[config.mk]
export PLATFORM = sky130hd
export DESIGN_NAME = router_reg
export DESIGN_NICKNAME = d
export VERILOG_FILES = /design/src/rtl/router_pkg.sv /design/src/rtl/router_parity_acc.sv /design/src/rtl/router_reg.sv
export SDC_FILE = /design/constraint.sdc
export NUM_CORES = 1
export LEC_CHECK = 0
export CAP_MARGIN = 20
export CORE_UTILIZATION = 30
export CTS_CLUSTER_SIZE = 10
export DETAILED_ROUTE_END_ITERATION = 12
export DONT_BUFFER_PORTS = 1
export HOLD_SLACK_MARGIN = 0.12
export PLACE_DENSITY = 0.48
export SETUP_SLACK_MARGIN = 0.5
export SLEW_MARGIN = 20
export SYNTH_ARGS = -nofsm -noshare
export SYNTH_HDL_FRONTEND = slang
export SYNTH_SLANG_ARGS = --single-unit
[constraint.sdc]
create_clock -name clk -period 1.75 [get_ports clk]
set_input_delay 0.35 -clock clk [delete_from_list [all_inputs] [get_ports clk]]
set_output_delay 0.35 -clock clk [all_outputs]
set_load 0.05 [all_outputs]
[src/rtl/router_pkg.sv]
// Shared constants for the 1x3 packet router datapath: default widths,
// the reserved destination address and header field positions.
package router_pkg;

  localparam int DATA_W_DEF = 8;
  localparam int ADDR_W_DEF = 2;

  localparam logic [ADDR_W_DEF-1:0] INVALID_ADDR = 2'b11;

  localparam int LEN_MSB = 7;
  localparam int LEN_LSB = 2;

  // Payload length carried in a header byte.
  function automatic logic [LEN_MSB-LEN_LSB:0] hdr_len(input logic [DATA_W_DEF-1:0] hdr);
    return hdr[LEN_MSB:LEN_LSB];
  endfunction

endpackage

[src/rtl/router_parity_acc.sv]
// Running XOR of header and payload bytes, the captured parity byte, and
// the mismatch flag compared while the check enable is held.
module router_parity_acc
  import router_pkg::*;
#(
  parameter int DATA_W = DATA_W_DEF
) (
  input  logic              clk,
  input  logic              reset,
  input  logic              i_clr,
  input  logic              i_hdr_en,
  input  logic [DATA_W-1:0] i_hdr,
  input  logic              i_data_en,
  input  logic [DATA_W-1:0] i_data,
  input  logic              i_pkt_load,
  input  logic              i_check,
  output logic              o_err
);

  logic [DATA_W-1:0] r_int_parity;
  logic [DATA_W-1:0] r_pkt_parity;
  logic              r_err;

  always_ff @(posedge clk) begin
    if (reset) begin
      r_int_parity <= '0;
      r_pkt_parity <= '0;
      r_err        <= 1'b0;
    end else if (i_clr) begin
      r_int_parity <= '0;
      r_pkt_parity <= '0;
      r_err        <= 1'b0;
    end else begin
      if (i_hdr_en)
        r_int_parity <= r_int_parity ^ i_hdr;
      else if (i_data_en)
        r_int_parity <= r_int_parity ^ i_data;
      // The parity byte rides on the data bus in the cycle packet_valid drops.
      if (i_pkt_load)
        r_pkt_parity <= i_data;
      if (i_check)
        r_err <= (r_int_parity != r_pkt_parity);
    end
  end

  assign o_err = r_err;

endmodule

[src/rtl/router_reg.sv]
// Router datapath register stage: captures the header, steers bytes to the
// destination FIFO (parking one byte while the FIFO is full) and checks parity.
module router_reg
  import router_pkg::*;
#(
  parameter int DATA_W = DATA_W_DEF,
  parameter int ADDR_W = ADDR_W_DEF
) (
  input  logic              clk,
  input  logic              reset,
  input  logic              packet_valid,
  input  logic [DATA_W-1:0] data_in,
  input  logic              fifo_full,
  input  logic              detect_add,
  input  logic              lfd_state,
  input  logic              ld_state,
  input  logic              laf_state,
  input  logic              full_state,
  input  logic              rst_int_reg,
  output logic [DATA_W-1:0] dout,
  output logic              parity_done,
  output logic              low_packet_valid,
  output logic              err
);

  logic [DATA_W-1:0] r_header;
  logic [DATA_W-1:0] r_full_byte;
  logic [DATA_W-1:0] r_dout;
  logic              r_parity_done;
  logic              r_low_pkt_valid;
  logic              w_hdr_ok;
  logic              w_err;

  assign w_hdr_ok = detect_add && packet_valid &&
                    (data_in[ADDR_W-1:0] != ADDR_W'(INVALID_ADDR));

  always_ff @(posedge clk) begin
    if (reset)
      r_header <= '0;
    else if (w_hdr_ok)
      r_header <= data_in;
  end

  // A byte arriving while the FIFO is full is parked and replayed in laf_state.
  always_ff @(posedge clk) begin
    if (reset) begin
      r_dout      <= '0;
      r_full_byte <= '0;
    end else if (lfd_state) begin
      r_dout <= r_header;
    end else if (ld_state && !fifo_full) begin
      r_dout <= data_in;
    end else if (ld_state && fifo_full) begin
      r_full_byte <= data_in;
    end else if (laf_state) begin
      r_dout <= r_full_byte;
    end
  end

  always_ff @(posedge clk) begin
    if (reset)
      r_low_pkt_valid <= 1'b0;
    else if (detect_add || rst_int_reg)
      r_low_pkt_valid <= 1'b0;
    else if (ld_state && !packet_valid)
      r_low_pkt_valid <= 1'b1;
  end

  always_ff @(posedge clk) begin
    if (reset)
      r_parity_done <= 1'b0;
    else if (detect_add)
      r_parity_done <= 1'b0;
    else if ((ld_state && !fifo_full && !packet_valid) ||
             (laf_state && r_low_pkt_valid && !r_parity_done))
      r_parity_done <= 1'b1;
  end

  router_parity_acc #(
    .DATA_W(DATA_W)
  ) u_parity (
    .clk       (clk),
    .reset     (reset),
    .i_clr     (detect_add),
    .i_hdr_en  (lfd_state),
    .i_hdr     (r_header),
    .i_data_en (ld_state && packet_valid && !full_state),
    .i_data    (data_in),
    .i_pkt_load(ld_state && !packet_valid),
    .i_check   (r_parity_done),
    .o_err     (w_err)
  );

  assign dout             = r_dout;
  assign parity_done      = r_parity_done;
  assign low_packet_valid = r_low_pkt_valid;
  assign err              = w_err;

endmodule

After elaboration in Yosys (flattened, before gate mapping)
Cells that the tools add are included.

cells by class
  equal/unequal tests = 3
  mux-type cells = 6
  bitwise gates (word level) = 4
  reductions and logical operators = 22

operators by type and width
  cell                number
  $mux 8              6
  $xor 8x8->8         2
  $logic_and 1x1->1   10
  $ne 8x8->1          1
  $logic_not 1->1     4
  $reduce_or 2->1     2
  $ne 3x2->1 const B  1
  $reduce_and 3->1    1
  $reduce_bool 3->1   1
  $logic_or 1x1->1    2
  $ne 2x2->1 const B  1
  $not 1->1           2
  $reduce_and 2->1    1
  $reduce_bool 2->1   1

storage, ports and cells
  register bits after elaboration = 43
  output and inout bits = 11
  word-level logic and storage cells = 43

Depth between registers and ports, before layout
Gate-level depths: netlist of the first run.

  word-level depth = 4
  gate-level depth with buffers = 7

Hierarchy
A second synthesis of the first run with hierarchy kept.

second synthesis, totals
  cell total of the unflattened synthesis = 212
  area, all modules = 1979.4 sq um

modules (own cells, without submodules)
  module             instances  cells an instance  area an instance (sq um)
  router_reg         1          121                1194.9
  router_parity_acc  1          91                 784.5

Least setup slack after synthesis of the first run
OpenSTA, ideal clock, no wires.

  kind = input to register
  from = in ld_state
  to = reg r_dout[5] (netlist: dout[5])
  library setup time = 131 ps
  arrival time = 1208 ps
  required time = 1619 ps
  slack = 412 ps
  cell stages on the path = 6
  buffers on the path = 2
  cell sequence = buf_6 > nor2b_4 > buf_6 > mux2_2 > mux2i_1 > o31ai_1

on the way
  cells in the longest elaborated chain, start to end = 3
  elaborated cells on any way between the ends = 7
  those cells by class = eq/ne (1); mux (2); reduce/logical (4)

RTL lines
  element                                               line                                text
  start, declared                                       router_reg.sv:16                    input logic ld_state,
  $logic_and 1x1->1 (on tied branches)                  router_reg.sv:53, router_reg.sv:51
  $ne 3x2->1 (no line), or another cell as far along    -
  $reduce_and 2->1 (no line) or $mux 8 (tied branches)  -
  end signal, assigned                                  router_reg.sv:50                    r_dout <= r_header;
  end signal, assigned                                  router_reg.sv:52                    r_dout <= data_in;
  end signal, assigned                                  router_reg.sv:56                    r_dout <= r_full_byte;
  end, declared                                         router_reg.sv:28                    logic [DATA_W-1:0] r_dout;

Parallel ways exist; a longest one is shown, timed or not.
A chain may end at the register's enable or synchronous reset.

Worst setup path after layout of the first run
  from = in lfd_state
  to = reg r_full_byte[0]

on the way
  cells in the longest elaborated chain, start to end = 2

RTL lines
  element                     line              text
  start, declared             router_reg.sv:15  input logic lfd_state,
  $not 1->1 (no line)         -
  $reduce_and 3->1 (no line)  -
  end signal, assigned        router_reg.sv:54  r_full_byte <= data_in;
  end, declared               router_reg.sv:27  logic [DATA_W-1:0] r_full_byte;

Every way passes these cells.

==> out/metrics.cfg, run 1 <==
[outcome]
outcome=complete, no violations

[floorplanning]
dieWidth_um=81.8
design.die.area_um2=6690
fp-row-count=28
dieHeight_um=81.8
ioPinCount=29
start_util_pct=31.7
coreArea_um2=6030

[clock_tree]
clock_sink_total=43
clock_tree_from_tritoncts=built
clkTransAtPathRegs_ns=0.08
clock_tree.buffer_depth=2
ctsRootBufferMaster=sky130_fd_sc_hd__clkbuf_8
cts_htree_levels=2
cts-buffers-inserted=5
clk_latency_worst_skew_pair_ns=0.29

[routing]
route.detailed.drc=0
detail_route.first_pass.iterations=4
wl_per_cell_um=14.4
wl_um=4050
route.vias.total=1350
postRouteAntennaNets=0
post_dr_vias_cell=4.80
dr.first_iter.drc_count=75

[finish]
layout-drive-gt1-share_pct=18.4
synthToLayoutAreaGrowth_pct=15.1
nNetsFinal=224
antenna_cells=0
layout.cells.most_common_list=sky130_fd_sc_hd__dfxtp_1 (32), sky130_fd_sc_hd__nor2_1 (28), sky130_fd_sc_hd__mux2i_1 (22)
most_common_cell_after_layout_fill_and_taps_aside=sky130_fd_sc_hd__dfxtp_1

[critical_path]
critical_path_arrival_ns=1.39
critical_path.max_stage_delay_ns=0.54
timing.critical_path.cells=nand3b_1 > buf_6 > mux2i_1 > nor2_1 > dlygate4sd3_1
crit_path_end_kind=flip-flop
crit_path_top_delay_cell=sky130_fd_sc_hd__dlygate4sd3_1
crit_path_max_fanout=21
cp_data_required_time_ns=1.94
worst_reg2reg_path_length_in_cells=3
rrSetupSlack_ns=0.61
critical_path.startpoint_type=primary input
critical_path_class=in2reg

[global_routing]
grtUsageTotal_pct=13.8
antenna_violations_before_repair=0
grt_max_degree=22
grt_pass1_wl_um=6730
globalRouteOverflowTotal=0
first_global_vias=1378

[place]
io_buffer_count=0
dp_hpwl_um=2770
finalWeightedCongestion=0.654
post-place-ws_ns=0.352

[sta]
fin_tns_setup_ns=0
max_slew.worst_pin.slew_ns=0.582
finalCritPeriodShare_pct=68.6
timing.final.crit_period_ns=1.20
final_number_of_hold_violating_endpoints=0
maxClockFrequency_mhz=833
setup_ws_ns=0.550
finalSetupViolCount=0
maxSlewHeadroom_pct=61.2
finalMaxSlewViolations=0
clock-skew-final_ns=0.00713
grt_setup_unrepaired=false

[logic_synthesis]
synthSimpleGateAreaFrac_pct=17.4
synth_top_family_by_area=simple AND/OR/NAND/NOR gates
synth_warnings=0
post_synthesis_instance_area_um2=1910
synth_edf_count=0
synthesis.instances=197
synthXorXnorAreaFrac_pct=7.33
synthAdderAreaFrac_pct=0
ys_types=29
synth.net_count=215
ys_seq_elements=43
synth_compound_area_share_pct=10.7
post_synth_mux_area_share_pct=15.1
synth.yosys.seq_area_share_pct=45.1
dominantRegCellSynth=sky130_fd_sc_hd__dfxtp_1
postSynthAreaPerCell_um2=9.70
async_flop_share_pct=0

[power_and_ir_drop]
power.ir.vdd_worst_mv=0.378
p_leak_nw=0.877
power-per-cell-area_nw_per_um2=902
report.power.total_w=0.00198

[min_path]
min_delay_path_depth=1
hold_class=in2reg

[job]
timing.max_cap.violations=0

==> layer usage <==
| layer | wire [µm] | GRT usage, % |
|---|---|---|
| met5 | 0 | 0 |
| met3 | 282 | 4.78 |
| met4 | 70 | 6.32 |
| met1 | 2020 | 17.7 |
| met2 | 1670 | 20.5 |
==> through the flow <==
| stage | hold slack [ns] | instance area [µm²] | util, % | std cells |
|---|---|---|---|---|
| 5_1_grt | 0.124 | 2200 | 36.5 | 281 |
| 2_1_floorplan | 0.429 | 1940 | - | 197 |
| 3_5_place_dp | 0.427 | 1980 | 32.9 | 264 |
| 6_report | 0.144 | 2200 | 36.5 | 281 |
| 4_1_cts | 0.135 | 2150 | 35.7 | 276 |
| 3_3_place_gp | 0.425 | 1980 | 32.9 | 264 |
==> cell usage after synthesis (4+ instances only) <==
cell type	n	area [µm²]
sky130_fd_sc_hd__nand3b_1	11	82.6
sky130_fd_sc_hd__o31ai_1	6	45.0
sky130_fd_sc_hd__a22oi_1	8	60.1
sky130_fd_sc_hd__dfxtp_1	43	861
sky130_fd_sc_hd__xor2_1	11	96.3
sky130_fd_sc_hd__mux2i_1	22	220
sky130_fd_sc_hd__clkbuf_1	5	18.8
sky130_fd_sc_hd__nor2_1	28	105
sky130_fd_sc_hd__a21oi_1	10	50.1
sky130_fd_sc_hd__xnor2_1	5	43.8
sky130_fd_sc_hd__mux2_2	4	45.0
sky130_fd_sc_hd__nand2_1	18	67.6
==> repair_timing <==
| action | 4_1_cts | 5_1_grt |
|---|---|---|
| hold endpoints to repair | 19 | 0 |
| resized for setup | 11 | 3 |
| hold buffers | 5 | 0 |
| setup buffers | 0 | 5 |
| endpoints found under the setup margin | 11 | 16 |
==> cell families (layout without fill, tap and decap cells) <==
logic type / after synthesis / in the layout
xor gates and xnor gates: 16 / 16
buffers and inverters: 14 / 23
and+or+nand+nor: 66 / 66
muxes: 28 / 28
AOI/OAI and AO/OA: 30 / 30
DFF: 43 / 43
==> critical path, delay by kind of cell <==
family / cells / cell delay, ns
buffers and inverters: 2 / 0.69
multiplexers: 1 / 0.15
AND/OR/NAND/NOR: 2 / 0.19
==> flip-flops by register name, summed over array words and instances, names as in the netlist <==
register / count
dout: 8
r_full_byte: 8
r_header: 8
u_parity.r_int_parity: 8
u_parity.r_pkt_parity: 8
low_packet_valid: 1
parity_done: 1
u_parity.o_err: 1
==> final cells by class <==
class,instances,area (µm²)
tap,75,93.8
clock inverter,1,30.0
clock buffer,6,72.6
inverter,1,3.75
sequential,43,875
multi-input combinational,140,992
timing repair buffer,15,131
fill,637,3830
==> power breakdown <==
group / switching [W] / internal, W / leakage [nW]
combinational: 0.0000788 / 0.0000939 / 0.472
sequential: 0.0000521 / 0.00101 / 0.354
clock: 0.000330 / 0.000419 / 0.0513
total: 0.000461 / 0.00152 / 0.877
==> worst paths after layout <==
path	from	to
worst max-delay path	lfd_state	r_full_byte[0]
worst min-delay path	reset	dout[4]
worst max register to register	r_full_byte[0]	r_full_byte[0]
worst min register to register	u_parity.r_pkt_parity[6]	u_parity.r_pkt_parity[6]
(Power assumes the default switching activity.)
==> run 2, diff against run 1 <==
--- a/config.mk
+++ b/config.mk
@@ -5,13 +5,14 @@
 export SDC_FILE = /design/constraint.sdc
 export NUM_CORES = 1
 export LEC_CHECK = 0
+export ABC_AREA = 1
 export CAP_MARGIN = 20
 export CORE_UTILIZATION = 30
 export CTS_CLUSTER_SIZE = 10
 export DETAILED_ROUTE_END_ITERATION = 12
 export DONT_BUFFER_PORTS = 1
 export HOLD_SLACK_MARGIN = 0.12
-export PLACE_DENSITY = 0.48
+export PLACE_DENSITY = 0.49
 export SETUP_SLACK_MARGIN = 0.5
 export SLEW_MARGIN = 20
 export SYNTH_ARGS = -nofsm -noshare
==> constraint.sdc (replaced) <==
create_clock -name clk -period 1.1 [get_ports clk]
set_input_delay 0.22 -clock clk [delete_from_list [all_inputs] [get_ports clk]]
set_output_delay 0.22 -clock clk [all_outputs]
set_load 0.05 [all_outputs]
==> run 2 against run 1 <==
The run now ends with negative hold slack left; via count is 38% higher; cell count is 36% higher; flip-flop and latch count stayed put; critical path depth is 4 lower; sequential share of layout area is 6.1 points lower; core utilization is 7.3 points higher; critical endpoint is now parity_done; sequential power is 67% higher; final area is 27% higher; highest routed layer unchanged; routed wire length is 23% higher.
==> out/metrics.cfg, run 2 <==
[floorplanning]
dieHeight_um=83.4  ; was 81.8 µm
dieWidth_um=83.4  ; was 81.8 µm
coreArea_um2=6390  ; was 6030 µm²
start_util_pct=31.2  ; was 31.7%
design.die.area_um2=6960  ; was 6690 µm²
ioPinCount=29  ; unchanged
fp-row-count=29  ; was 28

[logic_synthesis]
ys_seq_elements=43  ; unchanged
dominantRegCellSynth=sky130_fd_sc_hd__dfxtp_1  ; unchanged
netlist_top_cells_count=sky130_fd_sc_hd__nand2_1 (61), sky130_fd_sc_hd__a21oi_1 (45), sky130_fd_sc_hd__dfxtp_1 (43)  ; was sky130_fd_sc_hd__dfxtp_1 (43), sky130_fd_sc_hd__nor2_1 (28), sky130_fd_sc_hd__mux2i_1 (22)
post_synthesis_instance_area_um2=1990  ; was 1910 µm²
post-synth-top-count-cell=sky130_fd_sc_hd__nand2_1  ; was sky130_fd_sc_hd__dfxtp_1
postSynthAreaPerCell_um2=6.96  ; was 9.70 µm²
synth_warnings=0  ; unchanged
synth.net_count=304  ; was 215
post-synth-top-area-fraction_pct=43.3  ; was 45.1%
synth.largest_area_cell=sky130_fd_sc_hd__dfxtp_1  ; unchanged
synth.yosys.seq_area_share_pct=43.3  ; was 45.1%
ys_types=19  ; was 29
synth_edf_count=0  ; unchanged
synthesis.instances=286  ; was 197
async_flop_share_pct=0  ; unchanged
synth.top_cells.by_area=sky130_fd_sc_hd__dfxtp_1 (43%), sky130_fd_sc_hd__nand2_1 (12%), sky130_fd_sc_hd__a21oi_1 (11%)  ; was sky130_fd_sc_hd__dfxtp_1 (45%), sky130_fd_sc_hd__mux2i_1 (12%), sky130_fd_sc_hd__nor2_1 (5.5%)

[finish]
nNetsFinal=322  ; was 224
layout-drive-gt1-share_pct=58.4  ; was 18.4%
finalNonFillerCells=382  ; was 281
antenna_cells=0  ; unchanged
final_area_um2=2800  ; was 2200 µm²
final.fill_count=643  ; was 637
most_common_cell_after_layout_fill_and_taps_aside=sky130_fd_sc_hd__nand2_1  ; was sky130_fd_sc_hd__dfxtp_1
layout.cells.most_common_list=sky130_fd_sc_hd__nand2_1 (45), sky130_fd_sc_hd__a21oi_2 (34), sky130_fd_sc_hd__nor2_1 (30)  ; was sky130_fd_sc_hd__dfxtp_1 (32), sky130_fd_sc_hd__nor2_1 (28), sky130_fd_sc_hd__mux2i_1 (22)
synthToLayoutAreaGrowth_pct=40.7  ; was 15.1%
multiInputGateArea_um2=1290  ; was 992 µm²
ff_latch_area_um2=943  ; was 875 µm²

[sta]
maxClockFrequency_mhz=991
grt_setup_unrepaired=true  ; was false
clock-skew-final_ns=0.00586  ; was 0.00713 ns
final_number_of_hold_violating_endpoints=3  ; was 0
maxSlewHeadroom_pct=78.6  ; was 61.2%
max_slew.worst_pin.slew_ns=0.321  ; was 0.582 ns
timing.final.crit_period_ns=1.01
fin_hold_ws_ns=-0.0233  ; was 0.144 ns
finalCritPeriodShare_pct=91.7
finalMaxSlewViolations=0  ; unchanged
finalSetupViolCount=0  ; unchanged
fin_tns_setup_ns=0  ; unchanged

[critical_path]
critical_path_class=reg2out  ; was in2reg
critical_path_arrival_ns=0.79  ; was 1.39 ns
critical_path.startpoint_type=flip-flop  ; was primary input
timing.critical_path.max_delay_family=flip-flops  ; was buffers and inverters
cp_data_required_time_ns=0.88  ; was 1.94 ns
crit_path_end_kind=output port  ; was flip-flop
crit_path_top_delay_cell=sky130_fd_sc_hd__dfxtp_4  ; was sky130_fd_sc_hd__dlygate4sd3_1
timing.critical_path.cells=buf_8  ; was nand3b_1 > buf_6 > mux2i_1 > nor2_1 > dlygate4sd3_1
crit_path_max_fanout=2  ; was 21
critical_path.max_stage_delay_ns=0.35  ; was 0.54 ns
timing.critical_path.buf_inv=1  ; was 2

[power_and_ir_drop]
power.ir.vdd_worst_mv=0.570  ; was 0.378 mV
power-per-cell-area_nw_per_um2=1210  ; was 902 nW/µm²
p_leak_nw=1.11  ; was 0.877 nW

[routing]
post_dr_vias_cell=4.87  ; was 4.80
wl_per_cell_um=13.1  ; was 14.4 µm
detail_route.first_pass.iterations=4  ; unchanged
route.detailed.drc=0  ; unchanged
dr.first_iter.drc_count=74  ; was 75
wl_um=4990  ; was 4050 µm
route.vias.total=1861  ; was 1350
postRouteAntennaNets=0  ; unchanged

[clock_tree]
cts_htree_levels=2  ; unchanged
ctsRootBufferMaster=sky130_fd_sc_hd__clkbuf_8  ; unchanged
clock_tree.buffer_depth=2  ; unchanged
clock_tree_from_tritoncts=built  ; unchanged
cts-buffers-inserted=5  ; unchanged
clkTransAtPathRegs_ns=0.08  ; about the same
clock_sink_total=43  ; unchanged
clk_latency_worst_skew_pair_ns=0.29  ; about the same

[min_path]
hold_class=in2reg  ; unchanged

[place]
dp_hpwl_um=3470  ; was 2770 µm
finalWeightedCongestion=0.697  ; was 0.654
io_buffer_count=0  ; unchanged
dp.cells=365  ; was 264
placed_cell_area_um2=2320  ; was 1980 µm²

[global_routing]
grt_pass1_wl_um=8550  ; was 6730 µm
first_global_vias=1705  ; was 1378
globalRouteOverflowTotal=0  ; unchanged
grtUsageTotal_pct=15.3  ; was 13.8%
antenna_violations_before_repair=0  ; unchanged
grt_max_degree=25  ; was 22

[outcome]
outcome=finished, violations left  ; was complete, no violations
violations=negative hold slack

[job]
timing.max_cap.violations=0  ; unchanged

run 2: cell count changes after synthesis, sizes merged, moves of 16 or more:
cell / change
nand2: +43
o21ai: +38
a21oi: +35
inv: +35
mux2i: -22
nand3: +16
run 2: layer usage:
layer	global-route usage, %	share of wire, %
met5	0	0
met4	4.16	1.1
met2	24.4	48
met1	20.9	48
met3	3.38	2.8
run 2: cell type report:
type	instances	share of cell area, %
clock buffer	8	3.58
timing repair buffer	20	7.42
tap	77	3.44
inverter	36	5.72
multi-input combinational	198	46.1
sequential	43	33.7
run 2: report_power, final:
part / total [W] / internal (W) / switching (W)
combinational: 0.000511 / 0.000217 / 0.000293
clock: 0.00111 / 0.000574 / 0.000541
sequential: 0.00177 / 0.00163 / 0.000142
run 2: timing repair:
item,CTS,global route
pin swaps,50,28
endpoints found under the hold margin,5,3
buffers inserted,2,7
setup endpoints to repair,53,54
gates resized for setup,103,41
run 2: kinds of logic after synthesis:
kind of cell           share of synthesized area, %
AO/OA/AOI/OAI                                  22.1
XOR/XNOR                                      0.440
buffers and inverters                          9.81
flip-flops                                     43.3
AND/OR/NAND/NOR                                24.4
run 2: worst paths after layout:
path / endpoint / cells past startpoint / start / slack, ns
setup / recovery: parity_done / 1 / parity_done / 0.09
hold / removal: low_packet_valid / 1 / rst_int_reg / -0.02
setup reg to reg: u_parity.o_err / 6 / parity_done / 0.16
hold reg to reg: u_parity.r_pkt_parity[4] / 2 / u_parity.r_pkt_parity[4] / 0.50
run 2: through the flow:
| stage | total power, W | worst slack [ns] | util [%] |
|---|---|---|---|
| 2_1_floorplan | 0.00208 | 0.208 | - |
| 3_3_place_gp | 0.00218 | 0.0862 | 36.3 |
| 3_5_place_dp | 0.00218 | 0.0682 | 36.3 |
| 4_1_cts | 0.00336 | 0.0840 | 40.9 |
| 5_1_grt | 0.00358 | 0.0583 | 43.8 |
| 6_report | 0.00340 | 0.0911 | 43.8 |
==> run 3, diff against run 2 <==
--- a/config.mk
+++ b/config.mk
@@ -5,14 +5,14 @@
 export SDC_FILE = /design/constraint.sdc
 export NUM_CORES = 1
 export LEC_CHECK = 0
-export ABC_AREA = 1
+export ABC_AREA = 0
 export CAP_MARGIN = 20
-export CORE_UTILIZATION = 30
+export CORE_UTILIZATION = 55
 export CTS_CLUSTER_SIZE = 10
 export DETAILED_ROUTE_END_ITERATION = 12
 export DONT_BUFFER_PORTS = 1
 export HOLD_SLACK_MARGIN = 0.12
-export PLACE_DENSITY = 0.49
+export PLACE_DENSITY = 0.77
 export SETUP_SLACK_MARGIN = 0.5
 export SLEW_MARGIN = 20
 export SYNTH_ARGS = -nofsm -noshare
==> run 3 against run 2 <==
The run still ends with negative hold slack left; sequential share of layout area rose by 6.7 points; sequential power is 5% lower; die area down 47%; worst setup slack worse by 0.054 ns; cell count down 34%; count of clock-buffer cells in the layout shrank 1; critical path type is now reg2reg; largest cell class unchanged.
==> out/metrics.cfg, run 3 (synthesis gave the netlist of run 1 again) <==
[sta]
grt_setup_unrepaired=true  ; unchanged
max_slew.worst_pin.slew_ns=0.407  ; was 0.321 ns
maxSlewHeadroom_pct=72.8  ; was 78.6%
fin_tns_setup_ns=0  ; unchanged
fin_hold_ws_ns=-0.0873  ; was -0.0233 ns
finalMaxSlewViolations=0  ; unchanged
timing.final.crit_period_ns=1.06  ; was 1.01 ns
clock-skew-final_ns=0.00453  ; was 0.00586 ns
finalCritPeriodShare_pct=96.6  ; was 91.7%
finalSetupViolCount=0  ; unchanged
final_number_of_hold_violating_endpoints=29  ; was 3
maxClockFrequency_mhz=941  ; was 991 MHz

[power_and_ir_drop]
p_leak_nw=0.877  ; was 1.11 nW
share_comb_of_total_power_pct=11.0  ; was 15.0%
power-per-cell-area_nw_per_um2=1190  ; was 1210 nW/µm²
power.internal_w=0.00207  ; was 0.00242 W
netSwitchingFraction_pct=25.3  ; was 28.7%
power_switching_w=0.000702  ; was 0.000976 W
seqPwrFrac_pct=60.6  ; was 52.1%
power.ir.vdd_worst_mv=0.747  ; was 0.570 mV
power.share.clock_pct=28.4  ; was 32.8%

[floorplanning]
start_util_pct=57.3  ; was 31.2%
dieWidth_um=60.9  ; was 83.4 µm
dieHeight_um=60.9  ; was 83.4 µm
fp-row-count=21  ; was 29
coreArea_um2=3340  ; was 6390 µm²
ioPinCount=29  ; unchanged
design.die.area_um2=3710  ; was 6960 µm²

[critical_path]
timing.critical_path.buf_inv=0  ; was 1
rrSetupSlack_ns=0.04  ; was 0.16 ns
timing.critical_path.max_delay_family=flip-flops  ; unchanged
reg2reg_from=u_parity.r_int_parity[4]  ; was parity_done
crit_path_max_fanout=2  ; unchanged
crit_path_end_kind=flip-flop  ; was output port
critical_path.startpoint_type=flip-flop  ; unchanged
worst_reg2reg_path_length_in_cells=4  ; was 6
worst_r2r_endpoint=u_parity.o_err  ; unchanged
critical_path.max_stage_delay_ns=0.34  ; was 0.35 ns
crit_path_top_delay_cell=sky130_fd_sc_hd__dfxtp_2  ; was sky130_fd_sc_hd__dfxtp_4
critical_path_class=reg2reg  ; was reg2out
cp_data_required_time_ns=1.34  ; was 0.88 ns
critical_path_arrival_ns=1.30  ; was 0.79 ns
crit_path_start=u_parity.r_int_parity[4]  ; was parity_done
timing.critical_path.cells=xnor2_1 > nand4_1 > nor4_2 > a31oi_1  ; was buf_8

[routing]
detail_route.first_pass.iterations=4  ; unchanged
postRouteAntennaNets=0  ; unchanged
wl_per_cell_um=15.8  ; was 13.1 µm
post_dr_vias_cell=5.61  ; was 4.87
dr.first_iter.drc_count=51  ; was 74
wl_um=3990  ; was 4990 µm
route.detailed.drc=0  ; unchanged
route.vias.total=1413  ; was 1861

[job]
timing.max_cap.violations=0  ; unchanged

[place]
finalWeightedCongestion=0.739  ; was 0.697
io_buffer_count=0  ; unchanged
dp.cells=239  ; was 365
dp_hpwl_um=2810  ; was 3470 µm

[clock_tree]
ctsRootBufferMaster=sky130_fd_sc_hd__clkbuf_4  ; was sky130_fd_sc_hd__clkbuf_8
clock_sink_total=43  ; unchanged
clock_tree_from_tritoncts=built  ; unchanged
cts-buffers-inserted=5  ; unchanged
clkTransAtPathRegs_ns=0.12  ; was 0.08 ns
cts_htree_levels=2  ; unchanged
clock_tree.buffer_depth=2  ; unchanged
clk_latency_worst_skew_pair_ns=0.35  ; was 0.29 ns

[min_path]
worstHoldEndpoint=r_header[4]  ; was low_packet_valid
hold_class=in2reg  ; unchanged
min_delay_path_depth=1  ; unchanged
hold_path.startpoint=reset  ; was rst_int_reg

[finish]
finalNonFillerCells=252  ; was 382
layout-drive-gt1-share_pct=45.6  ; was 58.4%
nNetsFinal=223  ; was 322
synthToLayoutAreaGrowth_pct=21.4  ; was 40.7%
final.fill_count=260  ; was 643
final_core_util_pct=69.5  ; was 43.8%
most_common_cell_after_layout_fill_and_taps_aside=sky130_fd_sc_hd__nor2_1  ; was sky130_fd_sc_hd__nand2_1
layout.cells.most_common_list=sky130_fd_sc_hd__nor2_1 (27), sky130_fd_sc_hd__dfxtp_2 (23), sky130_fd_sc_hd__mux2i_1 (21)  ; was sky130_fd_sc_hd__nand2_1 (45), sky130_fd_sc_hd__a21oi_2 (34), sky130_fd_sc_hd__nor2_1 (30)
antenna_cells=0  ; unchanged

[global_routing]
grt_max_degree=32  ; was 25
globalRouteOverflowTotal=0  ; unchanged
first_global_vias=1379  ; was 1705
grtUsageTotal_pct=24.4  ; was 15.3%
antenna_violations_before_repair=0  ; unchanged
grt_pass1_wl_um=6430  ; was 8550 µm

[outcome]
violations=negative hold slack  ; unchanged
outcome=finished, violations left  ; unchanged

run 3: cell count changes in the layout (fill, tap and decap cells not counted), sizes merged, moves of 8 or more:
| cell | before | now |
|---|---|---|
| o21ai | 38 | 0 |
| xor2 | 0 | 11 |
| nand2 | 61 | 18 |
| a21oi | 46 | 11 |
| mux2i | 0 | 22 |
| inv | 36 | 1 |
| a22oi | 0 | 8 |
| nand3 | 16 | 0 |
| nand3b | 0 | 11 |
run 3: worst reg2reg max path: stages (launching register included):
cell	delay, ns
sky130_fd_sc_hd__dfxtp_2	0.34
sky130_fd_sc_hd__xnor2_1	0.16
sky130_fd_sc_hd__nand4_1	0.14
sky130_fd_sc_hd__nor4_2	0.19
sky130_fd_sc_hd__a31oi_1	0.11
run 3: final cells by class:
class / count / area (µm²) / area share (%)
Inverter: 1 / 3.75 / 0.162
Multi-Input combinational cell: 140 / 1140 / 49.0
Tap cell: 46 / 57.6 / 2.48
Sequential cell: 43 / 938 / 40.5
Timing Repair Buffer: 14 / 125 / 5.39
Clock inverter: 1 / 3.75 / 0.162
Clock buffer: 7 / 55.1 / 2.37
run 3: through the flow:
| step | area (µm²) | setup WS (ns) | total power [W] | hold slack [ns] |
|---|---|---|---|---|
| after floorplan | 2080 | -0.0942 | 0.00197 | 0.289 |
| after global placement | 2100 | -0.110 | 0.00197 | 0.287 |
| after detailed placement | 2100 | -0.156 | 0.00198 | 0.287 |
| after CTS | 2240 | 0.0305 | 0.00277 | -0.103 |
| after global routing | 2320 | -0.0279 | 0.00290 | -0.117 |
| final | 2320 | 0.0371 | 0.00277 | -0.0873 |
run 3: per-layer routing:
layer / up-vias / wire length (µm) / GRT usage, %
met3: 10 / 231 / 8.10
met1: 675 / 1620 / 27.0
met4: 0 / 93 / 11.4
met2: 35 / 2050 / 42.2
li1: 693 / - / -
met5: - / 0 / 0
run 3: worst max-delay path by stage:
stage / slack, ns / end / depth (start not counted)
3_5_place_dp: -0.16 / dout[4] / 4
6_report: 0.04 / u_parity.o_err / 4
4_1_cts: 0.03 / u_parity.o_err / 4
3_3_place_gp: -0.11 / dout[6] / 4
2_1_floorplan: -0.09 / dout[3] / 6
5_1_grt: -0.03 / u_parity.o_err / 4
run 3: power by group through the flow:
stage               logic, W  registers, W  clock network, W
global placement    0.000258       0.00171                 0
finish              0.000305       0.00168          0.000787
global route        0.000330       0.00169          0.000881
CTS                 0.000287       0.00168          0.000805
detailed placement  0.000268       0.00171                 0
floorplan           0.000271       0.00170                 0
run 3: repair_timing:
action	CTS	global route
cloned	0	0
pin swaps	20	13
setup buffers	3	2
hold endpoints to repair	35	34
endpoints found under the setup margin	52	54
gates resized for setup	26	22
